===== src/rtl/nearest_search_pkg.sv =====
// Shared types and constants for the nearest_search block.
// NEAREST_SEARCH_TIE_LAST_EN selects the tie rule inside nearest_cmp.
package nearest_pkg;

    localparam int DATA_W = 8;
    localparam int DIST_W = 8;

    typedef enum logic [1:0] {
        IDLE = 2'd0,
        RUN  = 2'd1,
        DONE = 2'd2
    } state_t;

    // A run length is legal when it is in 1..max_len.
    function automatic logic len_legal(input int unsigned len, input int unsigned max_len);
        return (len != 32'd0) && (len <= max_len);
    endfunction

endpackage


===== src/rtl/nearest_search_cmp.sv =====
// Combinational nearest-value compare: picks a or b, whichever is closer to ref.
// NEAREST_SEARCH_TIE_LAST_EN defined -> ties select b; otherwise ties keep a.
module nearest_cmp
    import nearest_pkg::*;
(
    input  logic [DATA_W-1:0] i_a,
    input  logic [DATA_W-1:0] i_b,
    input  logic [DATA_W-1:0] i_ref,
    output logic              o_sel_b,
    output logic [DATA_W-1:0] o_val
);

    logic signed [DATA_W:0] w_diff_a;
    logic signed [DATA_W:0] w_diff_b;
    logic signed [DATA_W:0] w_neg_a;
    logic signed [DATA_W:0] w_neg_b;
    logic [DIST_W-1:0]      w_dist_a;
    logic [DIST_W-1:0]      w_dist_b;

    // 9-bit signed differences keep 0 and 255 from wrapping; magnitude fits in 8 bits.
    always_comb begin
        w_diff_a = $signed({1'b0, i_a}) - $signed({1'b0, i_ref});
        w_diff_b = $signed({1'b0, i_b}) - $signed({1'b0, i_ref});
        w_neg_a  = -w_diff_a;
        w_neg_b  = -w_diff_b;
        if (w_diff_a[DATA_W]) begin
            w_dist_a = w_neg_a[DIST_W-1:0];
        end else begin
            w_dist_a = w_diff_a[DIST_W-1:0];
        end
        if (w_diff_b[DATA_W]) begin
            w_dist_b = w_neg_b[DIST_W-1:0];
        end else begin
            w_dist_b = w_diff_b[DIST_W-1:0];
        end
    end

    // Tie rule and chosen value.
    always_comb begin
`ifdef NEAREST_SEARCH_TIE_LAST_EN
        o_sel_b = (w_dist_b <= w_dist_a);
`else
        o_sel_b = (w_dist_b < w_dist_a);
`endif
        if (o_sel_b) begin
            o_val = i_b;
        end else begin
            o_val = i_a;
        end
    end

endmodule


===== src/rtl/nearest_search.sv =====
// Handshaked, length-programmable scan tracking the sample nearest a latched reference.
// Tie behaviour is set by NEAREST_SEARCH_TIE_LAST_EN (see nearest_cmp).
module nearest_search
    import nearest_pkg::*;
#(
    parameter int MAX_LEN = 16,
    parameter int LEN_W   = $clog2(MAX_LEN) + 1,
    parameter int IDX_W   = $clog2(MAX_LEN)
) (
    input  logic              clk,
    input  logic              rst_n,
    input  logic              i_start,
    input  logic [DATA_W-1:0] i_ref,
    input  logic [LEN_W-1:0]  i_len,
    input  logic              i_in_valid,
    input  logic [DATA_W-1:0] i_in_data,
    output logic              o_in_ready,
    output logic [DATA_W-1:0] o_best,
    output logic [IDX_W-1:0]  o_best_idx,
    output logic              o_busy,
    output logic              o_done
);

    localparam logic [IDX_W-1:0] IDX_ZERO = {IDX_W{1'b0}};
    localparam logic [IDX_W-1:0] IDX_ONE  = {{(IDX_W-1){1'b0}}, 1'b1};
    localparam logic [LEN_W-1:0] LEN_ONE  = {{(LEN_W-1){1'b0}}, 1'b1};

    state_t            r_state;
    state_t            w_state_nxt;
    logic [DATA_W-1:0] r_ref;
    logic [LEN_W-1:0]  r_len;
    logic [IDX_W-1:0]  r_cnt;
    logic [DATA_W-1:0] r_best;
    logic [IDX_W-1:0]  r_best_idx;

    logic              w_len_ok;
    logic              w_accept;
    logic              w_beat;
    logic              w_last;
    logic              w_sel_b;
    logic [DATA_W-1:0] w_cmp_val;

    assign w_len_ok = len_legal(32'(i_len), 32'(MAX_LEN));
    assign w_accept = (r_state == IDLE) && i_start && w_len_ok;
    assign w_beat   = (r_state == RUN) && i_in_valid;
    assign w_last   = ({1'b0, r_cnt} == (r_len - LEN_ONE));

    nearest_cmp u_cmp (
        .i_a     (r_best),
        .i_b     (i_in_data),
        .i_ref   (r_ref),
        .o_sel_b (w_sel_b),
        .o_val   (w_cmp_val)
    );

    // State register.
    always_ff @(posedge clk or negedge rst_n) begin
        if (!rst_n) begin
            r_state <= IDLE;
        end else begin
            r_state <= w_state_nxt;
        end
    end

    // Next-state logic; handshake/status outputs decode the state register only.
    always_comb begin
        w_state_nxt = r_state;
        o_in_ready  = 1'b0;
        o_busy      = 1'b0;
        o_done      = 1'b0;
        case (r_state)
            IDLE: begin
                if (w_accept) begin
                    w_state_nxt = RUN;
                end else begin
                    w_state_nxt = IDLE;
                end
            end
            RUN: begin
                o_in_ready = 1'b1;
                o_busy     = 1'b1;
                if (w_beat && w_last) begin
                    w_state_nxt = DONE;
                end else begin
                    w_state_nxt = RUN;
                end
            end
            DONE: begin
                o_busy      = 1'b1;
                o_done      = 1'b1;
                w_state_nxt = IDLE;
            end
            default: begin
                w_state_nxt = IDLE;
            end
        endcase
    end

    // Run parameters, beat counter and the tracked best sample.
    always_ff @(posedge clk or negedge rst_n) begin
        if (!rst_n) begin
            r_ref      <= {DATA_W{1'b0}};
            r_len      <= {LEN_W{1'b0}};
            r_cnt      <= IDX_ZERO;
            r_best     <= {DATA_W{1'b0}};
            r_best_idx <= IDX_ZERO;
        end else if (w_accept) begin
            r_ref <= i_ref;
            r_len <= i_len;
            r_cnt <= IDX_ZERO;
        end else if (w_beat) begin
            if (r_cnt == IDX_ZERO) begin
                r_best     <= i_in_data;
                r_best_idx <= IDX_ZERO;
            end else if (w_sel_b) begin
                r_best     <= w_cmp_val;
                r_best_idx <= r_cnt;
            end
            // Counter parks on the last beat so a full-length run cannot wrap it.
            if (!w_last) begin
                r_cnt <= r_cnt + IDX_ONE;
            end
        end
    end

    assign o_best     = r_best;
    assign o_best_idx = r_best_idx;

endmodule


===== config.mk =====
export PLATFORM = sky130hd
export DESIGN_NAME = nearest_search
export DESIGN_NICKNAME = d
export VERILOG_FILES = /design/src/rtl/nearest_search_pkg.sv /design/src/rtl/nearest_search_cmp.sv /design/src/rtl/nearest_search.sv
export SDC_FILE = /design/constraint.sdc
export NUM_CORES = 1
export LEC_CHECK = 0
export CORE_MARGIN = 1.5
export CORE_UTILIZATION = 40
export DETAILED_ROUTE_END_ITERATION = 8
export SLEW_MARGIN = 30
export SYNTH_ARGS = -nofsm -noshare
export SYNTH_HDL_FRONTEND = slang
export SYNTH_SLANG_ARGS = --single-unit

===== constraint.sdc =====
create_clock -name clk -period 5.25 [get_ports clk]
set_input_delay 0.525 -clock clk [delete_from_list [all_inputs] [get_ports clk]]
set_output_delay 0.525 -clock clk [all_outputs]
set_load 0.01 [all_outputs]

==> impl_metrics.toml <==
[status]
outcome = "complete, no violations"

[sta]
holdWs_ps = 503
tns_ps = 0
setup_viol = 0
max_slew_margin_pct = 46.5
max_freq_mhz = 239
worstMarginPinSlew_ps = 802
grt_setup_unrepaired = "false"
fin_skew_ps = 1.44
period_minus_slack_ps = 4180
drv_slew = 0
hold_viol = 0
min_period_over_period_pct = 79.7

[die]
die_area_mm2 = 0.00670
row_count = 28
die_x_um = 81.8
core-area_mm2 = 0.00596
start_util_pct = 41.7
die_h_um = 81.8
top_level_ports = 40

[synth]
synthSimpleGateAreaFrac_pct = 17.4
synth_top_area_share_pct = 31.2
synth-edff-count = 0
synth_top_area_cell = "dfrtp_1"
synth-main-ff-cell = "dfrtp_1"
synth_nets = 336
ys_seq_area_share_pct = 31.2
syn_area_mm2 = 0.00249
ys_seq_elements = 31
synth_compound_area_share_pct = 16.4
synth.area.mux_share_pct = 3.52
ys_async_sr_fraction_pct = 100
synth_area_leaders = "dfrtp_1 (31%), ha_1 (16%), xnor2_1 (7.4%)"
synth_xor_area_share_pct = 10.9
synthCells = 278
avgSynthCellArea_um2 = 8.94
ys_types = 44
synth_top_family_by_area = "simple AND/OR/NAND/NOR gates"
synthAdderAreaFrac_pct = 17.2
yosysWarnings = 0

[clocking]
clk_latency_ps = 280
clockRootBuffer = "clkbuf_8"
cts_tree = "built"
clk_pin_slew_ps = 70
clock_path_buffers = 2
htreeDepth = 2
cts_inserted_buffers = 5
cts_sinks = 31
postCtsSetupBuffers = 0
ctsResizeCount = 0
hold_buffers = 0

[worst_setup_path]
critical_path_arrival_ps = 4360
path_depth = 18
rr_endpoint = "o_best[3]"
crit_start = "i_in_data[0]"
crit_path_max_fanout = 8
critical_path_class = "input pin to flip-flop"
crit_slowest_cell = "clkdlybuf4s50_1"
crit_buf_inv = 2
path_cells = "clkdlybuf4s50_1 > inv_1 > ha_1 > fa_1 > nand2b_1 > a21oi_1 > nor3_1 > o21bai_1 > a21oi_1 > nand2_1 > o21ai_0 > ha_1 > a21o_1 > a21o_1 > a211oi_2 > o22ai_1 > nor2_4 > mux2_2"
worst-r2r-cell-count = 17
endpoint_kind = "flip-flop"
r2r_start = "o_best[0]"
cp-start-kind = "input pin"
rrSetupSlack_ps = 1220
crit_path_max_incr_delay_ps = 470
crit_end = "o_best[3]"
critPathTopFamily = "compound AO/OA/AOI/OAI gates"
cp.required_ps = 5420

[global_routing]
grt_start_max_net_pins = 32
grt_util_met1_pct = 26.0
gr-usage-met2_pct = 25.4
use_met3_pct = 3.89
grt_pass1_wl_mm = 8.78
grt_overflow = 0
track_usage_pct = 17.6
busiest_layer = "met1"
grt_pass1_vias = 1818
antenna_found_initial = 0

[cells_and_area]
fillers = 586
diodes = 0
multiInputGateArea_mm2 = 0.00163
seqCellArea_um2 = 776
fin_nets = 380
area_delta_synth_final_pct = 23.5
final_layout_size_suffix_gt1_share_pct = 7.43
fin_util_pct = 51.6

[routing]
ant_nets = 0
wl_mm = 5.24
drcViolationCount = 0
via_per_inst = 4.96
firstDrtPassIters = 4
drt-initial-drc-count = 36
vias = 1976
post_drt_wl_per_cell_um = 13.2

[place]
hpwl_mm = 4.30
port_buffers = 39
routabilityCongestion = 0.816

[hold_path]
hold_path_class = "flip-flop to flip-flop"

[job]
drv_cap = 0
-- cell usage in the layout, fill, tap and decap left out, types with 6 or more instances in the layout --
cell type,Yosys,layout
clkdlybuf4s50_1,0,39
nand2_1,32,32
ha_1,31,31
dfrtp_1,31,31
o21ai_0,24,24
nor2_1,24,24
xnor2_1,21,21
inv_1,19,19
a21oi_1,13,13
xor2_1,10,10
nor3_1,7,7
clkbuf_8,0,7
nor2b_1,6,6
mux2_2,6,6
-- cells in the mapped netlist, types with 3 or more instances --
library cell and number:
ha_1 31, inv_1 19, mux2_2 6, o31ai_1 3, a22o_1 4, nand2_1 32
o21ai_0 24, xnor2_1 21, nand2b_1 5, a21oi_1 13, xor2_1 10, nor2_1 24
dfrtp_1 31, a21o_1 4, nor3_1 7, nand3_1 4, nor2b_1 6, clkbuf_1 3
-- per-layer routing --
metal,vias to the layer above,wire length [µm]
met5,-,0
met4,0,82
met3,5,187
met2,33,2240
met1,890,2730
li1,1048,-
-- logic make-up (layout without fill, tap and decap cells) --
family | Yosys count | in the layout
xor+xnor | 31 | 31
buf+inv | 22 | 67
mux | 8 | 8
compound gates | 62 | 62
flops | 31 | 31
fa+ha+maj | 33 | 33
simple gates | 91 | 91
-- layout make-up --
class	count	area share, %
inverters	19	2.32
clock inverters	1	0.244
well taps	75	3.06
flip-flops and latches	31	25.3
multi-input cells	225	53.0
clock buffers	7	3.14
repair buffers	40	13.0
-- how the worst min path moves through the flow --
stage	start	end	slack (ps)	cells past startpoint
2_1_floorplan	rst_n	o_best[0]	230	0
3_3_place_gp	r_ref[0]	r_ref[0]	500	2
3_5_place_dp	o_best_idx[3]	o_best_idx[3]	490	1
4_1_cts	o_best_idx[3]	o_best_idx[3]	510	1
5_1_grt	r_len[4]	r_len[4]	530	2
6_report	r_len[4]	r_len[4]	500	2
-- worst register-to-register path: stages (launching register included) --
cell      delay (ps)
dfrtp_1          370
inv_1             90
ha_1             200
fa_1             220
nor2b_1           80
o311ai_0         510
a21oi_1          150
o21ai_0          220
nand2b_1         180
nand2_1          100
o21ai_0           90
ha_1             280
a21o_1           160
a21o_1           180
a211oi_2         250
o22ai_1          170
nor2_4           310
mux2_2           380
-- flip-flops by register name, summed over array words and instances (netlist names) --
signal and flops:
o_best 8, o_best_idx 4, r_cnt 4, r_len 5
r_ref 8, r_state 2
-- stage by stage --
step / worst slack (ps) / cells / instance area (µm²)
after detailed placement: 759 / 390 / 2970
after CTS: 1040 / 398 / 3070
after floorplan: 1610 / 278 / 2490
after global placement: 834 / 390 / 2970
after global routing: 754 / 398 / 3070
final: 1070 / 398 / 3070
Power is left out: the tool's default activity adds up to more than one toggle a clock period on the data nets, which glitch-free logic cannot reach.
